File: config.mk
export PLATFORM = sky130hd
export DESIGN_NAME = hfg_rec_sched_flat
export DESIGN_NICKNAME = d
export VERILOG_FILES = /design/src/rtl/hfg_rec_sched_if.sv /design/src/rtl/hfg_rec_sched.sv /design/src/flat_wrapper.sv
export SDC_FILE = /design/constraint.sdc
export NUM_CORES = 2
export LEC_CHECK = 0
export CORE_AREA = 3 3 306 308
export DETAILED_ROUTE_END_ITERATION = 8
export DIE_AREA = 0 0 309 311
export DONT_BUFFER_PORTS = 1
export PLACE_DENSITY = 0.51
export SYNTH_ARGS = -nofsm -noshare
export SYNTH_HDL_FRONTEND = slang
export SYNTH_SLANG_ARGS = --single-unit
File: constraint.sdc
create_clock -name iClk -period 2.95 [get_ports iClk]
set_input_delay 0.59 -clock iClk [delete_from_list [all_inputs] [get_ports iClk]]
set_output_delay 0.59 -clock iClk [all_outputs]
set_load 0.05 [all_outputs]
File: src/rtl/hfg_rec_sched_if.sv
// Signal bundle between hfg_rec_sched, the descriptor ROM, the window buffer and hfg_8wayrec.
// oReady is a one-cycle issue strobe with no back-pressure; the consumer must take the lanes that cycle.
interface hfg_rec_sched_if;
    logic        iStart;
    logic [7:0]  iNumRec;
    logic [7:0]  oDescAddr;
    logic [40:0] iDescData;
    logic [9:0]  oIiAddr;
    logic [20:0] iIiData;
    logic [83:0] o4Rec0;
    logic [83:0] o4Rec1;
    logic [83:0] o4Rec2;
    logic [83:0] o4Rec3;
    logic [83:0] o4Rec4;
    logic [83:0] o4Rec5;
    logic [83:0] o4Rec6;
    logic [83:0] o4Rec7;
    logic [7:0]  oSign;
    logic        oReady;
    logic        oResValid;
    logic [7:0]  oResMask;
    logic        oBusy;
    logic        oDone;
    logic [3:0]  state_dbg;

    modport master (
        input  iStart, iNumRec, iDescData, iIiData,
        output oDescAddr, oIiAddr, o4Rec0, o4Rec1, o4Rec2, o4Rec3,
               o4Rec4, o4Rec5, o4Rec6, o4Rec7, oSign, oReady,
               oResValid, oResMask, oBusy, oDone, state_dbg
    );

    modport slave (
        output iStart, iNumRec, iDescData, iIiData,
        input  oDescAddr, oIiAddr, o4Rec0, o4Rec1, o4Rec2, o4Rec3,
               o4Rec4, o4Rec5, o4Rec6, o4Rec7, oSign, oReady,
               oResValid, oResMask, oBusy, oDone, state_dbg
    );
endinterface

File: src/rtl/hfg_rec_sched.sv
// Walks the rectangle descriptor list, fetches four corners per rectangle into eight lanes,
// issues full or final batches to hfg_8wayrec and flags its results REC_LAT cycles later.
module hfg_rec_sched #(
    parameter int REC_LAT = 2
) (
    input logic             iClk,
    input logic             iReset_n,
    hfg_rec_sched_if.master bus
);
    typedef enum logic [3:0] {
        S_IDLE, S_DESC, S_C0, S_C1, S_C2, S_C3, S_CAP, S_ISSUE, S_DRAIN
    } state_t;

    state_t             state;
    logic [7:0]         num_q;
    logic [7:0]         rec_idx;
    logic [2:0]         lane;
    logic [19:0]        desc_cd_q;
    logic [9:0]         ii_addr_q;
    logic [83:0]        lane_q [8];
    logic [7:0]         sign_q;
    logic [7:0]         pend_q;
    logic               ready_q;
    logic               busy_q;
    logic               zero_done_q;
    logic [REC_LAT-1:0] dl_v;
    logic [REC_LAT-1:0] dl_l;
    logic [7:0]         dl_m [REC_LAT];
    logic               more;
    logic               done_w;

    // True while rectangles beyond the current index are still to be fetched.
    assign more   = ({1'b0, rec_idx} + 9'd1) < {1'b0, num_q};
    assign done_w = dl_l[REC_LAT-1] | zero_done_q;

    always_ff @(posedge iClk or negedge iReset_n) begin
        if (!iReset_n) begin
            state       <= S_IDLE;
            num_q       <= '0;
            rec_idx     <= '0;
            lane        <= '0;
            desc_cd_q   <= '0;
            ii_addr_q   <= '0;
            sign_q      <= '0;
            pend_q      <= '0;
            ready_q     <= 1'b0;
            busy_q      <= 1'b0;
            zero_done_q <= 1'b0;
            dl_v        <= '0;
            dl_l        <= '0;
            for (int i = 0; i < 8; i++) lane_q[i] <= '0;
            for (int i = 0; i < REC_LAT; i++) dl_m[i] <= '0;
        end else begin
            ready_q     <= 1'b0;
            zero_done_q <= 1'b0;
            // Result delay line: an entry is loaded only in the ISSUE cycle.
            dl_v[0] <= (state == S_ISSUE);
            dl_l[0] <= (state == S_ISSUE) && !more;
            dl_m[0] <= (state == S_ISSUE) ? pend_q : 8'h00;
            for (int i = 1; i < REC_LAT; i++) begin
                dl_v[i] <= dl_v[i-1];
                dl_l[i] <= dl_l[i-1];
                dl_m[i] <= dl_m[i-1];
            end
            case (state)
                S_IDLE: begin
                    if (bus.iStart) begin
                        num_q   <= bus.iNumRec;
                        rec_idx <= '0;
                        lane    <= '0;
                        sign_q  <= '0;
                        pend_q  <= '0;
                        busy_q  <= 1'b1;
                        for (int i = 0; i < 8; i++) lane_q[i] <= '0;
                        if (bus.iNumRec == 8'd0) begin
                            zero_done_q <= 1'b1;
                            state       <= S_DRAIN;
                        end else begin
                            state <= S_DESC;
                        end
                    end
                end
                S_DESC: state <= S_C0;
                S_C0: begin
                    desc_cd_q    <= bus.iDescData[39:20];
                    ii_addr_q    <= bus.iDescData[19:10];
                    sign_q[lane] <= bus.iDescData[40];
                    state        <= S_C1;
                end
                S_C1: begin
                    lane_q[lane][20:0] <= bus.iIiData;
                    ii_addr_q          <= desc_cd_q[9:0];
                    state              <= S_C2;
                end
                S_C2: begin
                    lane_q[lane][41:21] <= bus.iIiData;
                    ii_addr_q           <= desc_cd_q[19:10];
                    state               <= S_C3;
                end
                S_C3: begin
                    lane_q[lane][62:42] <= bus.iIiData;
                    state               <= S_CAP;
                end
                S_CAP: begin
                    lane_q[lane][83:63] <= bus.iIiData;
                    pend_q[lane]        <= 1'b1;
                    if (lane != 3'd7 && more) begin
                        rec_idx <= rec_idx + 8'd1;
                        lane    <= lane + 3'd1;
                        state   <= S_DESC;
                    end else begin
                        ready_q <= 1'b1;
                        state   <= S_ISSUE;
                    end
                end
                S_ISSUE: begin
                    if (more) begin
                        // Next batch starts clean so unused lanes of a partial batch read 0.
                        rec_idx <= rec_idx + 8'd1;
                        lane    <= '0;
                        sign_q  <= '0;
                        pend_q  <= '0;
                        for (int i = 0; i < 8; i++) lane_q[i] <= '0;
                        state   <= S_DESC;
                    end else begin
                        state <= S_DRAIN;
                    end
                end
                S_DRAIN: begin
                    if (done_w) begin
                        busy_q <= 1'b0;
                        state  <= S_IDLE;
                    end
                end
                default: state <= S_IDLE;
            endcase
        end
    end

    // Window address is live from the descriptor in C0 so corner A returns in C1.
    assign bus.oIiAddr   = (state == S_C0) ? bus.iDescData[9:0] : ii_addr_q;
    assign bus.oDescAddr = rec_idx;
    assign bus.o4Rec0    = lane_q[0];
    assign bus.o4Rec1    = lane_q[1];
    assign bus.o4Rec2    = lane_q[2];
    assign bus.o4Rec3    = lane_q[3];
    assign bus.o4Rec4    = lane_q[4];
    assign bus.o4Rec5    = lane_q[5];
    assign bus.o4Rec6    = lane_q[6];
    assign bus.o4Rec7    = lane_q[7];
    assign bus.oSign     = sign_q;
    assign bus.oReady    = ready_q;
    assign bus.oResValid = dl_v[REC_LAT-1];
    assign bus.oResMask  = dl_m[REC_LAT-1];
    assign bus.oBusy     = busy_q;
    assign bus.oDone     = done_w;
    assign bus.state_dbg = state;
endmodule

File: src/flat_wrapper.sv
// flat-port wrapper written by rule: the top's interface ports become plain ports
module hfg_rec_sched_flat 
#(
    parameter int REC_LAT = 2
)
  (iClk, iReset_n, bus_iStart, bus_iNumRec, bus_iDescData, bus_iIiData, bus_oDescAddr, bus_oIiAddr, bus_o4Rec0, bus_o4Rec1, bus_o4Rec2, bus_o4Rec3, bus_o4Rec4, bus_o4Rec5, bus_o4Rec6, bus_o4Rec7, bus_oSign, bus_oReady, bus_oResValid, bus_oResMask, bus_oBusy, bus_oDone, bus_state_dbg);
  hfg_rec_sched_if bus_i ();
  input logic iClk;
  input logic iReset_n;
  input wire logic [$bits(bus_i.iStart)-1:0] bus_iStart;
  input wire logic [$bits(bus_i.iNumRec)-1:0] bus_iNumRec;
  input wire logic [$bits(bus_i.iDescData)-1:0] bus_iDescData;
  input wire logic [$bits(bus_i.iIiData)-1:0] bus_iIiData;
  output wire logic [$bits(bus_i.oDescAddr)-1:0] bus_oDescAddr;
  output wire logic [$bits(bus_i.oIiAddr)-1:0] bus_oIiAddr;
  output wire logic [$bits(bus_i.o4Rec0)-1:0] bus_o4Rec0;
  output wire logic [$bits(bus_i.o4Rec1)-1:0] bus_o4Rec1;
  output wire logic [$bits(bus_i.o4Rec2)-1:0] bus_o4Rec2;
  output wire logic [$bits(bus_i.o4Rec3)-1:0] bus_o4Rec3;
  output wire logic [$bits(bus_i.o4Rec4)-1:0] bus_o4Rec4;
  output wire logic [$bits(bus_i.o4Rec5)-1:0] bus_o4Rec5;
  output wire logic [$bits(bus_i.o4Rec6)-1:0] bus_o4Rec6;
  output wire logic [$bits(bus_i.o4Rec7)-1:0] bus_o4Rec7;
  output wire logic [$bits(bus_i.oSign)-1:0] bus_oSign;
  output wire logic [$bits(bus_i.oReady)-1:0] bus_oReady;
  output wire logic [$bits(bus_i.oResValid)-1:0] bus_oResValid;
  output wire logic [$bits(bus_i.oResMask)-1:0] bus_oResMask;
  output wire logic [$bits(bus_i.oBusy)-1:0] bus_oBusy;
  output wire logic [$bits(bus_i.oDone)-1:0] bus_oDone;
  output wire logic [$bits(bus_i.state_dbg)-1:0] bus_state_dbg;
  assign bus_i.iStart = bus_iStart;
  assign bus_i.iNumRec = bus_iNumRec;
  assign bus_i.iDescData = bus_iDescData;
  assign bus_i.iIiData = bus_iIiData;
  assign bus_oDescAddr = bus_i.oDescAddr;
  assign bus_oIiAddr = bus_i.oIiAddr;
  assign bus_o4Rec0 = bus_i.o4Rec0;
  assign bus_o4Rec1 = bus_i.o4Rec1;
  assign bus_o4Rec2 = bus_i.o4Rec2;
  assign bus_o4Rec3 = bus_i.o4Rec3;
  assign bus_o4Rec4 = bus_i.o4Rec4;
  assign bus_o4Rec5 = bus_i.o4Rec5;
  assign bus_o4Rec6 = bus_i.o4Rec6;
  assign bus_o4Rec7 = bus_i.o4Rec7;
  assign bus_oSign = bus_i.oSign;
  assign bus_oReady = bus_i.oReady;
  assign bus_oResValid = bus_i.oResValid;
  assign bus_oResMask = bus_i.oResMask;
  assign bus_oBusy = bus_i.oBusy;
  assign bus_oDone = bus_i.oDone;
  assign bus_state_dbg = bus_i.state_dbg;
  hfg_rec_sched #(.REC_LAT(REC_LAT)) u_core (.iClk(iClk), .iReset_n(iReset_n), .bus(bus_i));
endmodule
; ---- Word level (Yosys, flattened, before mapping)
; Index checks and enable logic that the tools add are counted.
[word_totals]
regBits = 764
word_cells = 112
[op_classes]
addsub = 3
order_cmp = 5
n_eq_ne = 13
muxes = 46
bitwise = 3
n_reduce_logical = 19
[ops]
columns = operator, n
row1 = one-hot mux 672 bit (6 select lines), 1
row2 = bitwise mux 672 bit, 4
row3 = 2-to-1 mux 672 bit, 2
row4 = demux 84 bit (select 3 bit), 4
row5 = 2-to-1 mux 84 bit, 1
row6 = one-hot mux 8 bit (3 select lines), 3
row7 = 2-to-1 mux 63 bit, 1
row8 = 2-to-1 mux 42 bit, 1
row9 = 2-to-1 mux 8 bit, 5
row10 = one-hot mux 4 bit (9 select lines), 1
row11 = one-hot mux 10 bit (3 select lines), 1
row12 = 2-to-1 mux 21 bit, 1
row13 = "== test 4 x 3 -> 1 bit, second input constant", 4
row14 = 2-to-1 mux 4 bit, 4
row15 = 2-to-1 mux 3 bit, 4
row16 = AND reduction 3 bit, 4
row17 = 2-to-1 mux 10 bit, 1
row18 = "adder 8 x 1 -> 9 bit, second input constant", 1
row19 = less-than comparator 9 x 8 -> 1 bit, 1
row20 = one-hot mux 3 bit (3 select lines), 1
row21 = nonzero test 3 bit, 3
row22 = "adder 8 x 1 -> 8 bit, second input constant", 1
row23 = bitwise mux 8 bit, 1
row24 = "== test 4 x 2 -> 1 bit, second input constant", 2
row25 = 24 further kinds, 37

; ---- Longest topological paths before layout
[depth]
depth_word = 7
mapped_depth = 13

; ---- Worst setup path after synthesis
; OpenSTA, ideal clock, no wires.
[synth_path]
path_kind = reg2reg
from = register u_core.rec_idx[2] (netlist: u_core.bus.oDescAddr[2])
to = register u_core.lane[0]
setup_ns = 0.125
arrival_time_ns = 3.229
path_slack_ns = -0.404
path_stages_with_launch = 12
period_less_slack_ns = 3.354
path_cell_list = dfrtp_1 and3_1 and3_1 and3_1 xor2_1 ha_1 and3_1 nor2b_1 or4_1 o21a_1 buf_2 mux2_4
[synth_between]
elab_chain_len = 5
elab_cells_between_ends = 6
[synth_lines]
columns = element, line_no
row1 = "start, declared", hfg_rec_sched.sv:16  ; logic [7:0] rec_idx;
row2 = "start signal, assigned", hfg_rec_sched.sv:108  ; rec_idx <= rec_idx + 8'd1;
row3 = "start signal, assigned", hfg_rec_sched.sv:119  ; rec_idx <= rec_idx + 8'd1;
row4 = adder 8 x 1 -> 9 bit (*), hfg_rec_sched.sv:33  ; assign more = ({1'b0, rec_idx} + 9'd1) < {1'b0, num_q};
row5 = less-than comparator 9 x 8 -> 1 bit (*), hfg_rec_sched.sv:33
row6 = logical AND 1 bit, hfg_rec_sched.sv:107  ; if (lane != 3'd7 && more) begin
row7 = != test 2 x 1 -> 1 bit (no source line), --
row8 = AND reduction 4 bit (no source line) (*), --
row9 = "end signal, assigned", hfg_rec_sched.sv:109  ; lane <= lane + 3'd1;
row10 = "end, declared", hfg_rec_sched.sv:17  ; logic [2:0] lane;
; Mark *: on every way between the ends. The rest lies on a longest branch, timed or not.
; A chain may end at the register's enable or synchronous reset.

; ---- Final worst setup path
[layout_path]
from = register u_core.rec_idx[4] (netlist: u_core.bus.oDescAddr[4])
to = register u_core.lane_q (netlist bit u_core.bus.o4Rec6[70])
[layout_between]
elab_chain_len = 4
[layout_lines]
columns = element, line_no
row1 = adder 8 x 1 -> 9 bit, hfg_rec_sched.sv:33
row2 = less-than comparator 9 x 8 -> 1 bit, hfg_rec_sched.sv:33
row3 = != test 2 x 1 -> 1 bit (no source line), --
row4 = AND reduction 3 bit (no source line), --
row5 = "end signal, assigned by index", hfg_rec_sched.sv:91  ; lane_q[lane][20:0] <= bus.iIiData;
row6 = "end signal, assigned by index", hfg_rec_sched.sv:96  ; lane_q[lane][41:21] <= bus.iIiData;
row7 = "end signal, assigned by index", hfg_rec_sched.sv:101  ; lane_q[lane][62:42] <= bus.iIiData;
row8 = "end, declared", hfg_rec_sched.sv:20  ; logic [83:0] lane_q [8];
; No other way between the ends.

==> results.py <==
metrics = {
    "routing": {
        "drt_iter0_drc": 2209,
        "viasPerCell": 6.13,
        "first_pass_iters": 7,
        "drc": 0,
        "drtAntennaViolNets": 0,
        "wl_met2_um": 61200,
        "wl_met1_um": 49900,
        "wl_met3_um": 13000,
        "top_layer_used": "met5",
        "wl_um": 128000,
        "wl_per_cell_um": 36.1,
        "vias": 21700,
    },
    "yosys": {
        "async_flop_share": 1.00,
        "netlist.area_leader.share": 0.629,
        "syn_area_sq_um": 30400,
        "synth_nets": 2370,
        "synth_cell_type_count": 56,
        "ys_seq_elements": 764,
        "yosys_warnings": 0,
        "syn_area_per_cell_sq_um": 13.3,
        "yosysTopAreaCell": "dfrtp_1",
        "synth.yosys.seq_area_share": 0.629,
        "synth-edff-count": 0,
        "synthCells": 2287,
        "ys_top_cells_by_area": "dfrtp_1 63%, o2bb2ai_1 9.7%, a221o_1 5.8%, a22o_1 5.0%, a21boi_0 3.8%",
        "synth_top_flop_cell": "dfrtp_1",
    },
    "setup_path": {
        "critPathLaunchType": "flip-flop",
        "path_max_fanout": 7,
        "arrival_ps": 3650,
        "cp-end-kind": "flip-flop",
        "r2r_cells": 15,
        "path_class": "flip-flop to flip-flop",
        "cp.required_ps": 3430,
    },
    "die": {
        "num_rows": 111,
        "design.core.area_sq_um": 91400,
        "start_util": 0.333,
        "ios": 787,
        "die-area_sq_um": 96100,
        "die_y_um": 311,
        "dieWidth_um": 309,
    },
    "layout": {
        "mostFrequentLayoutCells": "758 x dfrtp_1, 253 x o2bb2ai_1, 177 x a221o_1",
        "fin_nets": 2376,
        "layout-drive-gt1-share": 0.224,
        "layout_commonest_cell": "dfrtp_1",
        "antenna_cells": 0,
        "nFillCells": 8460,
        "area_delta_synth_final_pct": 22.0,
        "stdcell_area_sq_um": 37100,
    },
    "placement": {
        "placed_cell_area_sq_um": 32300,
        "dp_hpwl_um": 81800,
        "io_buffers": 0,
        "gp_congestion": 0.832,
    },
    "clocking": {
        "cts-htree-levels": 3,
        "path_clk_slew_ps": 60,
        "clockRootBuffer": "clkbuf_16",
        "cts_hold_buf": 17,
        "clk-insertion-delay-late_ps": 660,
        "clkSinkCount": 764,
        "clock_path_buffers": 3,
        "cts_buffers": 84,
        "cts_tree": "built",
    },
    "flow_run": {
        "max_cap_violations": 0,
    },
    "timing": {
        "rsz0062_at_grt": "yes",
        "period_minus_slack_ps": 3170,
        "drv_slew": 482,
        "finalHoldViolCount": 305,
        "tightest_slew_ps": 3680,
        "fin_skew_ps": 25.5,
        "slew_headroom": -1.45,
        "setup_slack_ps": -219,
        "max_freq_mhz": 316,
        "setup_viol": 695,
        "period_share": 1.07,
        "hold_ws_ps": -349,
    },
    "power_and_ir_drop": {
        "power_leakage_uw": 0.0164,
        "ir_worst_vdd_v": 0.000592,
        "p_per_area_nw_per_um2": 994,
    },
    "grt": {
        "overflow": 0,
        "grt_pass1_vias": 21600,
        "grt_pass1_wl_um": 174000,
        "grt_usage": 0.251,
        "antenna_found_initial": 4,
        "grt_max_degree": 765,
    },
    "worst_hold_path": {
        "hold_class": "input pin to async pin",
    },
    "status": {
        "violations": "negative hold slack, max-slew violations, negative setup slack",
        "status": "finished with violations",
    },
}
[metal layers]
metal  vias up  GRT usage
li1       8838          -
met1     11500      0.308
met2      1174      0.407
met3       242     0.0922
met4         2     0.0858
met5         -          0
[synth_stat cells (24+ instances only)]
master     number
a21boi_0      154
a21oi_1        30
a221o_1       177
a22o_1        173
and2_1         28
and3_1         24
buf_2         124
buf_4          24
clkbuf_1      121
dfrtp_1       764
mux2_2         39
nand2_1        68
nand3_1        24
nor2_1         52
o2bb2ai_1     336
[critical path: stages (launching register included)]
cell	delay (ps)
dfrtp_2	400
and3_4	180
and3_4	180
and3_4	180
xor2_2	150
ha_1	310
and3_4	150
nor2b_4	130
o41ai_4	320
buf_4	190
buf_12	120
buf_12	120
nand4_1	100
buf_6	170
clkbuf_16	160
o2bb2ai_1	120
[through the flow]
step	cells	util	total power, uW	setup slack, ps	TNS (ps)
after floorplan	2287	-	19900	-149	-46930
after CTS	3520	0.391	36000	-226	-103370
final	3548	0.406	36900	-219	-68710
after global routing	3548	0.406	38200	-312	-154830
after detailed placement	3338	0.353	24600	-208	-81300
after global placement	3338	0.353	24400	-220	-99250
[final timing paths]
kind                                           end               startpoint  slack (ps)
hold / removal               u_core.bus.o4Rec0[12]                 iReset_n        -350
hold reg to reg             u_core.bus.oResMask[3]          u_core.dl_m[11]         330
max in group asynchronous  u_core.bus.oDescAddr[3]                 iReset_n         150
setup reg to reg             u_core.bus.o4Rec6[70]  u_core.bus.oDescAddr[4]        -220
setup / recovery             u_core.bus.o4Rec6[70]  u_core.bus.oDescAddr[4]        -220
min in group iClk             u_core.bus.o4Rec7[7]           bus_iIiData[7]          60
[where the power goes]
part           total, uW  internal, uW  switching, uW
Clock              11000          6360           4600
Sequential         14200         11300           2870
Combinational      11700          3790           7920
Total              36900         21500          15400
[sequential cells by signal (all words and copies together), names as in the netlist, 2 cells and up]
register / count
u_core.bus.o4Rec7: 84
u_core.bus.o4Rec1: 84
u_core.bus.o4Rec6: 84
u_core.pend_q: 8
u_core.bus.state_dbg: 4
u_core.desc_cd_q: 20
u_core.dl_l: 2
u_core.dl_m: 8
u_core.bus.o4Rec2: 84
u_core.ii_addr_q: 10
u_core.bus.o4Rec5: 84
u_core.bus.oSign: 8
u_core.bus.o4Rec0: 84
u_core.lane: 3
u_core.dl_v: 2
u_core.bus.oResMask: 8
u_core.bus.oDescAddr: 8
u_core.num_q: 8
u_core.bus.o4Rec4: 84
u_core.bus.o4Rec3: 84
[final cells by class]
| class | instances | area, sq um | area share |
|---|---|---|---|
| tap | 1186 | 1480 | 0.0400 |
| clock buffer | 116 | 2390 | 0.0645 |
| multi-input combinational | 1231 | 11100 | 0.298 |
| timing repair buffer | 199 | 2490 | 0.0671 |
| sequential | 764 | 19100 | 0.516 |
| inverter | 13 | 48.8 | 0.00132 |
| clock inverter | 39 | 479 | 0.0129 |
[cells by family (layout without fill, tap and decap cells)]
family                     count (synthesis)  after routing  share of synthesized area
AOI/OAI and AO/OA                        939            939                      0.266
DFF                                      764            764                      0.629
buffers and inverters                    292            367                     0.0449
and+or+nand+nor                          233            233                     0.0388
muxes                                     42             42                     0.0156
adders and majority gates                 10             10                    0.00411
xor gates and xnor gates                   7              7                    0.00202
[repair_timing]
item | in CTS | in global routing
gates resized for setup | 60 | 159
setup buffers | 5 | 8
gates cloned | 5 | 20
endpoints found under the setup margin | 700 | 709
hold endpoints to repair | 800 | 764
pin swaps | 2 | 26
Note: power is estimated with default switching activity, not from simulation.
